===== src/rtl/solver_sequencer_if.sv =====
// Bus bundle between the solver sequencer, its measurement source, the linear
// solver and the result consumer.
interface solver_sequencer_if #(
    parameter int W = 32
);
    logic                  meas_valid;
    logic                  meas_ready;
    logic signed [W-1:0]   meas_x;
    logic signed [W-1:0]   meas_y;
    logic signed [W-1:0]   meas_z;
    logic signed [W-1:0]   meas_r;

    logic [4*W-1:0]        sol_x;
    logic [4*W-1:0]        sol_y;
    logic [4*W-1:0]        sol_z;
    logic [4*W-1:0]        sol_r;
    logic                  sol_en;
    logic                  sol_done;
    logic signed [W-1:0]   sol_c1;
    logic signed [W-1:0]   sol_c2;
    logic signed [W-1:0]   sol_c3;

    logic                  res_valid;
    logic                  res_ready;
    logic signed [W-1:0]   res_c1;
    logic signed [W-1:0]   res_c2;
    logic signed [W-1:0]   res_c3;
    logic                  res_timeout;

    // The sequencer itself is the master side.
    modport master (
        input  meas_valid, meas_x, meas_y, meas_z, meas_r,
        output meas_ready,
        output sol_x, sol_y, sol_z, sol_r, sol_en,
        input  sol_done, sol_c1, sol_c2, sol_c3,
        output res_valid, res_c1, res_c2, res_c3, res_timeout,
        input  res_ready
    );

    modport slave (
        output meas_valid, meas_x, meas_y, meas_z, meas_r,
        input  meas_ready,
        input  sol_x, sol_y, sol_z, sol_r, sol_en,
        output sol_done, sol_c1, sol_c2, sol_c3,
        input  res_valid, res_c1, res_c2, res_c3, res_timeout,
        output res_ready
    );
endinterface


===== src/rtl/solver_sequencer.sv =====
// Collects four satellite measurements, runs the external linear solver with a
// bounded timeout, and holds the result (or a timeout marker) until consumed.
module solver_sequencer #(
    parameter int W       = 32,
    parameter int TIMEOUT = 64
) (
    input  logic                clk,
    input  logic                rst_n,
    input  logic                abort,
    solver_sequencer_if.master  bus,
    output logic [1:0]          state,
    output logic [7:0]          solve_cnt
);
    typedef enum logic [1:0] {
        COLLECT = 2'd0,
        RUN     = 2'd1,
        OUT     = 2'd2
    } state_t;

    localparam logic [7:0] TIMER_LAST = 8'(TIMEOUT - 1);

    state_t                state_q, state_d;
    logic [1:0]            idx_q, idx_d;
    logic [7:0]            timer_q, timer_d;
    logic [4*W-1:0]        sol_x_q, sol_x_d;
    logic [4*W-1:0]        sol_y_q, sol_y_d;
    logic [4*W-1:0]        sol_z_q, sol_z_d;
    logic [4*W-1:0]        sol_r_q, sol_r_d;
    logic signed [W-1:0]   res_c1_q, res_c1_d;
    logic signed [W-1:0]   res_c2_q, res_c2_d;
    logic signed [W-1:0]   res_c3_q, res_c3_d;
    logic                  res_timeout_q, res_timeout_d;
    logic                  res_valid_q, res_valid_d;
    logic [7:0]            solve_cnt_q, solve_cnt_d;

    always_ff @(posedge clk or negedge rst_n) begin
        if (!rst_n) begin
            state_q       <= COLLECT;
            idx_q         <= '0;
            timer_q       <= '0;
            sol_x_q       <= '0;
            sol_y_q       <= '0;
            sol_z_q       <= '0;
            sol_r_q       <= '0;
            res_c1_q      <= '0;
            res_c2_q      <= '0;
            res_c3_q      <= '0;
            res_timeout_q <= 1'b0;
            res_valid_q   <= 1'b0;
            solve_cnt_q   <= '0;
        end else begin
            state_q       <= state_d;
            idx_q         <= idx_d;
            timer_q       <= timer_d;
            sol_x_q       <= sol_x_d;
            sol_y_q       <= sol_y_d;
            sol_z_q       <= sol_z_d;
            sol_r_q       <= sol_r_d;
            res_c1_q      <= res_c1_d;
            res_c2_q      <= res_c2_d;
            res_c3_q      <= res_c3_d;
            res_timeout_q <= res_timeout_d;
            res_valid_q   <= res_valid_d;
            solve_cnt_q   <= solve_cnt_d;
        end
    end

    always_comb begin
        state_d       = state_q;
        idx_d         = idx_q;
        timer_d       = timer_q;
        sol_x_d       = sol_x_q;
        sol_y_d       = sol_y_q;
        sol_z_d       = sol_z_q;
        sol_r_d       = sol_r_q;
        res_c1_d      = res_c1_q;
        res_c2_d      = res_c2_q;
        res_c3_d      = res_c3_q;
        res_timeout_d = res_timeout_q;
        res_valid_d   = res_valid_q;
        solve_cnt_d   = solve_cnt_q;

        // Abort beats every handshake and solver completion in the same cycle.
        if (abort) begin
            state_d     = COLLECT;
            idx_d       = '0;
            timer_d     = '0;
            res_valid_d = 1'b0;
        end else begin
            case (state_q)
                COLLECT: begin
                    if (bus.meas_valid) begin
                        sol_x_d[int'(idx_q)*W +: W] = bus.meas_x;
                        sol_y_d[int'(idx_q)*W +: W] = bus.meas_y;
                        sol_z_d[int'(idx_q)*W +: W] = bus.meas_z;
                        sol_r_d[int'(idx_q)*W +: W] = bus.meas_r;
                        idx_d = idx_q + 2'd1;
                        if (idx_q == 2'd3) begin
                            state_d = RUN;
                            timer_d = '0;
                        end
                    end
                end
                RUN: begin
                    timer_d = timer_q + 8'd1;
                    if (bus.sol_done) begin
                        res_c1_d      = bus.sol_c1;
                        res_c2_d      = bus.sol_c2;
                        res_c3_d      = bus.sol_c3;
                        res_timeout_d = 1'b0;
                        solve_cnt_d   = solve_cnt_q + 8'd1;
                        res_valid_d   = 1'b1;
                        state_d       = OUT;
                    end else if (timer_q == TIMER_LAST) begin
                        res_c1_d      = '0;
                        res_c2_d      = '0;
                        res_c3_d      = '0;
                        res_timeout_d = 1'b1;
                        res_valid_d   = 1'b1;
                        state_d       = OUT;
                    end
                end
                OUT: begin
                    if (res_valid_q && bus.res_ready) begin
                        res_valid_d = 1'b0;
                        state_d     = COLLECT;
                    end
                end
                default: begin
                    state_d = COLLECT;
                    idx_d   = '0;
                end
            endcase
        end
    end

    assign bus.meas_ready  = (state_q == COLLECT);
    assign bus.sol_en      = (state_q == RUN);
    assign bus.sol_x       = sol_x_q;
    assign bus.sol_y       = sol_y_q;
    assign bus.sol_z       = sol_z_q;
    assign bus.sol_r       = sol_r_q;
    assign bus.res_valid   = res_valid_q;
    assign bus.res_c1      = res_c1_q;
    assign bus.res_c2      = res_c2_q;
    assign bus.res_c3      = res_c3_q;
    assign bus.res_timeout = res_timeout_q;
    assign state           = state_q;
    assign solve_cnt       = solve_cnt_q;
endmodule


===== src/flat_wrapper.sv =====
// flat-port wrapper written by rule: the top's interface ports become plain ports
module solver_sequencer_flat 
#(
    parameter int W       = 32,
    parameter int TIMEOUT = 64
)
  (clk, rst_n, abort, state, solve_cnt, bus_meas_valid, bus_meas_x, bus_meas_y, bus_meas_z, bus_meas_r, bus_meas_ready, bus_sol_x, bus_sol_y, bus_sol_z, bus_sol_r, bus_sol_en, bus_sol_done, bus_sol_c1, bus_sol_c2, bus_sol_c3, bus_res_valid, bus_res_c1, bus_res_c2, bus_res_c3, bus_res_timeout, bus_res_ready);
  solver_sequencer_if #(.W(W)) bus_i ();
  input  logic clk;
  input  logic rst_n;
  input  logic abort;
  output logic [1:0] state;
  output logic [7:0] solve_cnt;
  input wire logic [$bits(bus_i.meas_valid)-1:0] bus_meas_valid;
  input wire logic [$bits(bus_i.meas_x)-1:0] bus_meas_x;
  input wire logic [$bits(bus_i.meas_y)-1:0] bus_meas_y;
  input wire logic [$bits(bus_i.meas_z)-1:0] bus_meas_z;
  input wire logic [$bits(bus_i.meas_r)-1:0] bus_meas_r;
  output wire logic [$bits(bus_i.meas_ready)-1:0] bus_meas_ready;
  output wire logic [$bits(bus_i.sol_x)-1:0] bus_sol_x;
  output wire logic [$bits(bus_i.sol_y)-1:0] bus_sol_y;
  output wire logic [$bits(bus_i.sol_z)-1:0] bus_sol_z;
  output wire logic [$bits(bus_i.sol_r)-1:0] bus_sol_r;
  output wire logic [$bits(bus_i.sol_en)-1:0] bus_sol_en;
  input wire logic [$bits(bus_i.sol_done)-1:0] bus_sol_done;
  input wire logic [$bits(bus_i.sol_c1)-1:0] bus_sol_c1;
  input wire logic [$bits(bus_i.sol_c2)-1:0] bus_sol_c2;
  input wire logic [$bits(bus_i.sol_c3)-1:0] bus_sol_c3;
  output wire logic [$bits(bus_i.res_valid)-1:0] bus_res_valid;
  output wire logic [$bits(bus_i.res_c1)-1:0] bus_res_c1;
  output wire logic [$bits(bus_i.res_c2)-1:0] bus_res_c2;
  output wire logic [$bits(bus_i.res_c3)-1:0] bus_res_c3;
  output wire logic [$bits(bus_i.res_timeout)-1:0] bus_res_timeout;
  input wire logic [$bits(bus_i.res_ready)-1:0] bus_res_ready;
  assign bus_i.meas_valid = bus_meas_valid;
  assign bus_i.meas_x = bus_meas_x;
  assign bus_i.meas_y = bus_meas_y;
  assign bus_i.meas_z = bus_meas_z;
  assign bus_i.meas_r = bus_meas_r;
  assign bus_meas_ready = bus_i.meas_ready;
  assign bus_sol_x = bus_i.sol_x;
  assign bus_sol_y = bus_i.sol_y;
  assign bus_sol_z = bus_i.sol_z;
  assign bus_sol_r = bus_i.sol_r;
  assign bus_sol_en = bus_i.sol_en;
  assign bus_i.sol_done = bus_sol_done;
  assign bus_i.sol_c1 = bus_sol_c1;
  assign bus_i.sol_c2 = bus_sol_c2;
  assign bus_i.sol_c3 = bus_sol_c3;
  assign bus_res_valid = bus_i.res_valid;
  assign bus_res_c1 = bus_i.res_c1;
  assign bus_res_c2 = bus_i.res_c2;
  assign bus_res_c3 = bus_i.res_c3;
  assign bus_res_timeout = bus_i.res_timeout;
  assign bus_i.res_ready = bus_res_ready;
  solver_sequencer #(.W(W), .TIMEOUT(TIMEOUT)) u_core (.clk(clk), .rst_n(rst_n), .abort(abort), .bus(bus_i), .state(state), .solve_cnt(solve_cnt));
endmodule

===== config.mk =====
export PLATFORM = sky130hd
export DESIGN_NAME = solver_sequencer_flat
export DESIGN_NICKNAME = d
export VERILOG_FILES = /design/src/rtl/solver_sequencer_if.sv /design/src/rtl/solver_sequencer.sv /design/src/flat_wrapper.sv
export SDC_FILE = /design/constraint.sdc
export NUM_CORES = 1
export LEC_CHECK = 0
export CAP_MARGIN = 15
export CORE_AREA = 2 2 334 336
export DETAILED_ROUTE_END_ITERATION = 10
export DIE_AREA = 0 0 336 338
export HOLD_SLACK_MARGIN = 0.05
export PLACE_DENSITY = 0.47
export REMOVE_ABC_BUFFERS = 1
export SYNTH_ARGS = -nofsm -noshare
export SYNTH_HDL_FRONTEND = slang
export SYNTH_SLANG_ARGS = --single-unit

===== constraint.sdc =====
create_clock -name clk -period 3.45 [get_ports clk]
set_input_delay 0.69 -clock clk [delete_from_list [all_inputs] [get_ports clk]]
set_output_delay 0.69 -clock clk [all_outputs]
set_load 0.005 [all_outputs]

# == After elaboration in Yosys (flattened, before gate mapping) ==
# Cells that the tools add are included.
# op_classes
n_addsub,4
eq_ne,9
shift,5
n_mux,28
bitwise,1
reduce_logical,13
# op_table
op,count
128-bit bitwise mux,4
32-bit by 33-bit variable part select with 128-bit output,4
32-bit two-way mux,4
32-bit by 33-bit variable shift with 128-bit output (first input constant),1
7-bit negation with 33-bit output,1
8-bit two-way mux,3
8-bit by 1-bit adder with 8-bit output (second input constant),2
2-bit two-way mux,8
8-bit one-hot mux with 2 select lines,1
3-bit AND reduction,5
8-bit by 6-bit == test with 1-bit output (second input constant),1
3-bit by 2-bit inequality test with 1-bit output (second input constant),2
2-bit one-hot mux with 3 select lines,1
3-bit nonzero test,2
1-bit two-way mux,5
2-bit == test (second input constant),2
4-bit by 2-bit inequality test with 1-bit output (second input constant),1
2-bit one-hot mux with 2 select lines,1
4-bit AND reduction,1
3-bit inequality test (second input constant),1
2-bit by 1-bit adder with 2-bit output (second input constant),1
2-bit by 1-bit == test with 1-bit output (second input constant),1
2-bit logical NOT,1
2-bit by 1-bit inequality test with 1-bit output (second input constant),1
other kinds (6),6
# totals
regBits,630
input_bits,230
out_inout_bits,622

# == Depth between registers and ports, before layout ==
# logic_depth
ltp_word,5
mapped_depth,10
ltp_nobuf,6

# == Worst setup path before layout ==
# No wires, ideal clock.
# synth_path
kind,register -> register
start,reg u_core.state_q[1] (netlist: u_core.state[1])
end,reg u_core.sol_x_q[126] (netlist: u_core.bus.sol_x[126])
setup_ns,0.132
arrival_ns,1.778
required_ns,3.318
setup_slack_ns,1.540
path_stages_with_launch,11
synth_period_minus_slack_ns,1.910
cell_sequence,dfrtp_1 -> inv_1 -> ha_1 -> and3b_4 -> nand2_4 -> buf_6 -> buf_6 -> buf_6 -> buf_6 -> nand2_1 -> o21ai_1
# synth_via
elab_chain_len,2
# synth_rtl
element,line,text
from (decl),solver_sequencer.sv:22,"state_t state_q, state_d;"
from (signal assigned),solver_sequencer.sv:52,state_q <= state_d;
2-bit logical NOT,-,
net bus_meas_ready,flat_wrapper.sv:19,output wire logic [$bits(bus_i.meas_ready)-1:0] bus_meas_ready;
3-bit AND reduction (no line),-,
to (signal assigned),solver_sequencer.sv:55,sol_x_q <= sol_x_d;
to (decl),solver_sequencer.sv:25,"logic [4*W-1:0] sol_x_q, sol_x_d;"
# The timed path passes the listed nets, and every way through them passes these cells.
# A chain may end at the register's enable or synchronous reset.

# == Worst setup path after layout ==
# layout_path
start,reg u_core.state_q[1] (netlist: u_core.state[1])
end,out bus_meas_ready
# layout_via
elab_chain_len,1
# layout_rtl
element,line,text
2-bit logical NOT,solver_sequencer.sv:137,assign bus.meas_ready = (state_q == COLLECT);
to (decl),flat_wrapper.sv:19,
# No other way between the ends.

==> results.json <==
{
  "setup_viol": 0,
  "coreArea_sq_um": 110000,
  "tightest_slew_ns": 0.790,
  "setup_tns_ns": 0,
  "clk_pin_slew_ns": 0.06,
  "cts_buffers": 78,
  "first_global_vias": 20353,
  "grt_pass1_wl_mm": 147,
  "clk_latency_ns": 0.64,
  "grt_overflow": 0,
  "die_y_um": 338,
  "cts_resized": 0,
  "drt_iter0_drc": 1047,
  "ys_seq_area_share_pct": 63.6,
  "drt-total-wl_mm": 102,
  "dr.pass1.iters": 4,
  "status": "complete, no violations",
  "finalHoldViolations": 0,
  "vias": 20714,
  "drt.antenna.violating_nets": 0,
  "ir_drop_mv": 0.308,
  "synth-edff-count": 0,
  "drive_gt1_share_pct": 5.89,
  "pwr-share-seq_pct": 38.1,
  "synth_top_area_share_pct": 63.6,
  "post_drt_wl_per_cell_um": 20.6,
  "post_cts.repair.setup_buffers": 0,
  "yosys-top-cells-count": "1032 x nand2_1, 630 x dfrtp_1, 359 x o21ai_0, 160 x o21ai_1, 96 x a22o_1",
  "syn_area_per_cell_sq_um": 9.67,
  "synth_area_leaders": "dfrtp_1 64%, nand2_1 16%, o21ai_0 7.2%, a22o_1 3.4%, o21ai_1 3.2%",
  "arrival_ns": 2.14,
  "fin_skew_ns": 0.0133,
  "async_flop_share_pct": 100,
  "synth.yosys.warnings": 0,
  "initial_core_util_pct": 22.5,
  "synth_flop_cell": "dfrtp_1",
  "max_cap_viol_count": 0,
  "p_int_mw": 18.0,
  "antenna_found_initial": 7,
  "path_buf_inv": 2,
  "max_slew_margin_pct": 47.3,
  "crit_type": "reg -> out",
  "fin_ws_ns": 0.625,
  "numPortBuffers": 851,
  "cp_slowest_stage_delay_ns": 0.60,
  "io_pins": 852,
  "rows": 122,
  "htreeDepth": 3,
  "clkSinkCount": 630,
  "die-area_sq_um": 114000,
  "clk_path_buf_depth": 3,
  "synth.most_common_cell": "nand2_1",
  "crit_slowest_cell": "clkdlybuf4s50_1",
  "combPwrFrac_pct": 30.4,
  "synth_cells": 2564,
  "cp_max_fo": 9,
  "grt_setup_unrepaired": "false",
  "post-route-period-util_pct": 81.9,
  "period_needed_ns": 2.83,
  "final_max_slew_viol_count": 0,
  "grt.total_usage_pct": 17.3,
  "place_ws_ns": 0.652,
  "dpl.hpwl_mm": 72.4,
  "drt_drc_violations_left": 0,
  "power_frac_clock_pct": 31.5,
  "via_per_inst": 4.21,
  "ys_ff_latch": 630,
  "crit_chain": "inv_1, ha_1, clkdlybuf4s50_1",
  "startpoint_type": "register",
  "routabilityCongestion": 0.790,
  "area_growth_pct": 52.2,
  "required_ns": 2.76,
  "fin_nets": 3617,
  "synth.largest_area_cell": "dfrtp_1",
  "grt_max_degree": 133,
  "synth_cell_type_count": 43,
  "p_per_area_nw_per_um2": 690,
  "cts_tree": "yes",
  "max_freq_ghz": 0.354,
  "hold_class": "reg -> reg",
  "die_x_um": 336,
  "end_kind": "primary output",
  "cp_top_family": "buffers and inverters",
  "p_leak_nw": 15.5,
  "synth_area_sq_um": 24800,
  "cts-root-buf": "clkbuf_16",
  "swShare_pct": 30.9,
  "power_switching_mw": 8.04,
  "timing.hold.ws_ns": 0.468
}
## per-stage QoR
step                      total power, mW  util (%)  instances  cell area [sq um]
after global routing                 27.5      34.3       4923              37800
after CTS                            26.5      34.3       4919              37700
after detailed placement             18.1      32.0       4782              35200
after floorplan                      12.5         -       2371              23800
final                                26.0      34.3       4923              37800
after global placement               18.1      32.0       4782              35200
## area by class of cell
cell class / instances / area (sq um)
Fill cell: 11244 / 72300
Antenna cell: 4 / 10.0
Multi-Input combinational cell: 1734 / 8050
Tap cell: 1488 / 1860
Timing Repair Buffer: 924 / 9500
Clock buffer: 117 / 2310
Inverter: 7 / 26.3
Sequential cell: 630 / 15800
Clock inverter: 19 / 233
## power groups by stage
stage	Combinational (mW)	Clock [mW]	Sequential [mW]
floorplan	2.44	0	10.1
global placement	8.05	0	10.0
detailed placement	8.08	0	10.0
CTS	8.11	8.51	9.92
global route	8.61	8.81	10.1
finish	7.92	8.21	9.92
## worst reg2reg max path, cell delays in order, from the launching register on
cell and delay [ns]:
dfrtp_1 0.42, inv_1 0.12, ha_1 0.36, and3b_4 0.42, nand2_8 0.25, buf_12 0.44
nand2_1 0.23, o21ai_0 0.08
## flip-flops by register name, indices dropped and copies added (netlist names)
name                    count
u_core.bus.sol_r          128
u_core.bus.sol_x          128
u_core.bus.sol_y          128
u_core.bus.sol_z          128
u_core.bus.res_c1          32
u_core.bus.res_c2          32
u_core.bus.res_c3          32
u_core.solve_cnt            8
u_core.timer_q              8
u_core.idx_q                2
u_core.state                2
u_core.bus.res_timeout      1
u_core.bus.res_valid        1
## worst paths after layout
check                                     from                     to  slack, ns  depth (start not counted)
min reg2reg                u_core.solve_cnt[7]    u_core.solve_cnt[7]       0.47                          1
max                            u_core.state[1]         bus_meas_ready       0.62                          3
max in group asynchronous                rst_n      u_core.timer_q[0]       1.77                          4
min in group asynchronous                rst_n  u_core.bus.res_c3[29]       0.65                          2
max reg2reg                    u_core.state[1]   u_core.bus.sol_z[97]       0.98                          7
min                        u_core.solve_cnt[7]    u_core.solve_cnt[7]       0.47                          1
## cell usage in the layout (no fill, tap or decap), types with 34 or more instances in the layout
cell type / n
clkdlybuf4s50_1: 850
a22o_1: 96
o21ai_0: 359
buf_12: 34
clkbuf_16: 79
buf_4: 38
dfrtp_1: 630
o21ai_1: 160
nand2_1: 1032
## repair_timing
item | 4_1_cts | 5_1_grt
endpoints found under the setup margin | 0 | 0
hold endpoints to repair | 3 | 0
hold buffers | 1 | 0
## metal layers
metal / wire, um / vias to the layer above / part of all wire, % / track usage [%]
met5: 31 / - / 0.031 / 0
met4: 2270 / 4 / 2.2 / 5.25
met3: 6380 / 104 / 6.3 / 4.52
met2: 50300 / 545 / 50 / 29.3
met1: 42600 / 10004 / 42 / 21.7
li1: - / 10057 / - / -
## logic make-up (layout without fill, tap and decap cells)
kind of cell / Yosys count / count (layout) / synth area share [%]
AOI/OAI and AO/OA: 638 / 638 / 14.6
xor gates and xnor gates: 7 / 7 / 0.247
adders and majority gates: 12 / 12 / 0.605
buffers and inverters: 200 / 1067 / 4.21
DFF: 630 / 630 / 63.6
muxes: 2 / 2 / 0.0858
other: 0 / 4 / 0
and+or+nand+nor: 1075 / 1075 / 16.7
(Power assumes the default switching activity.)
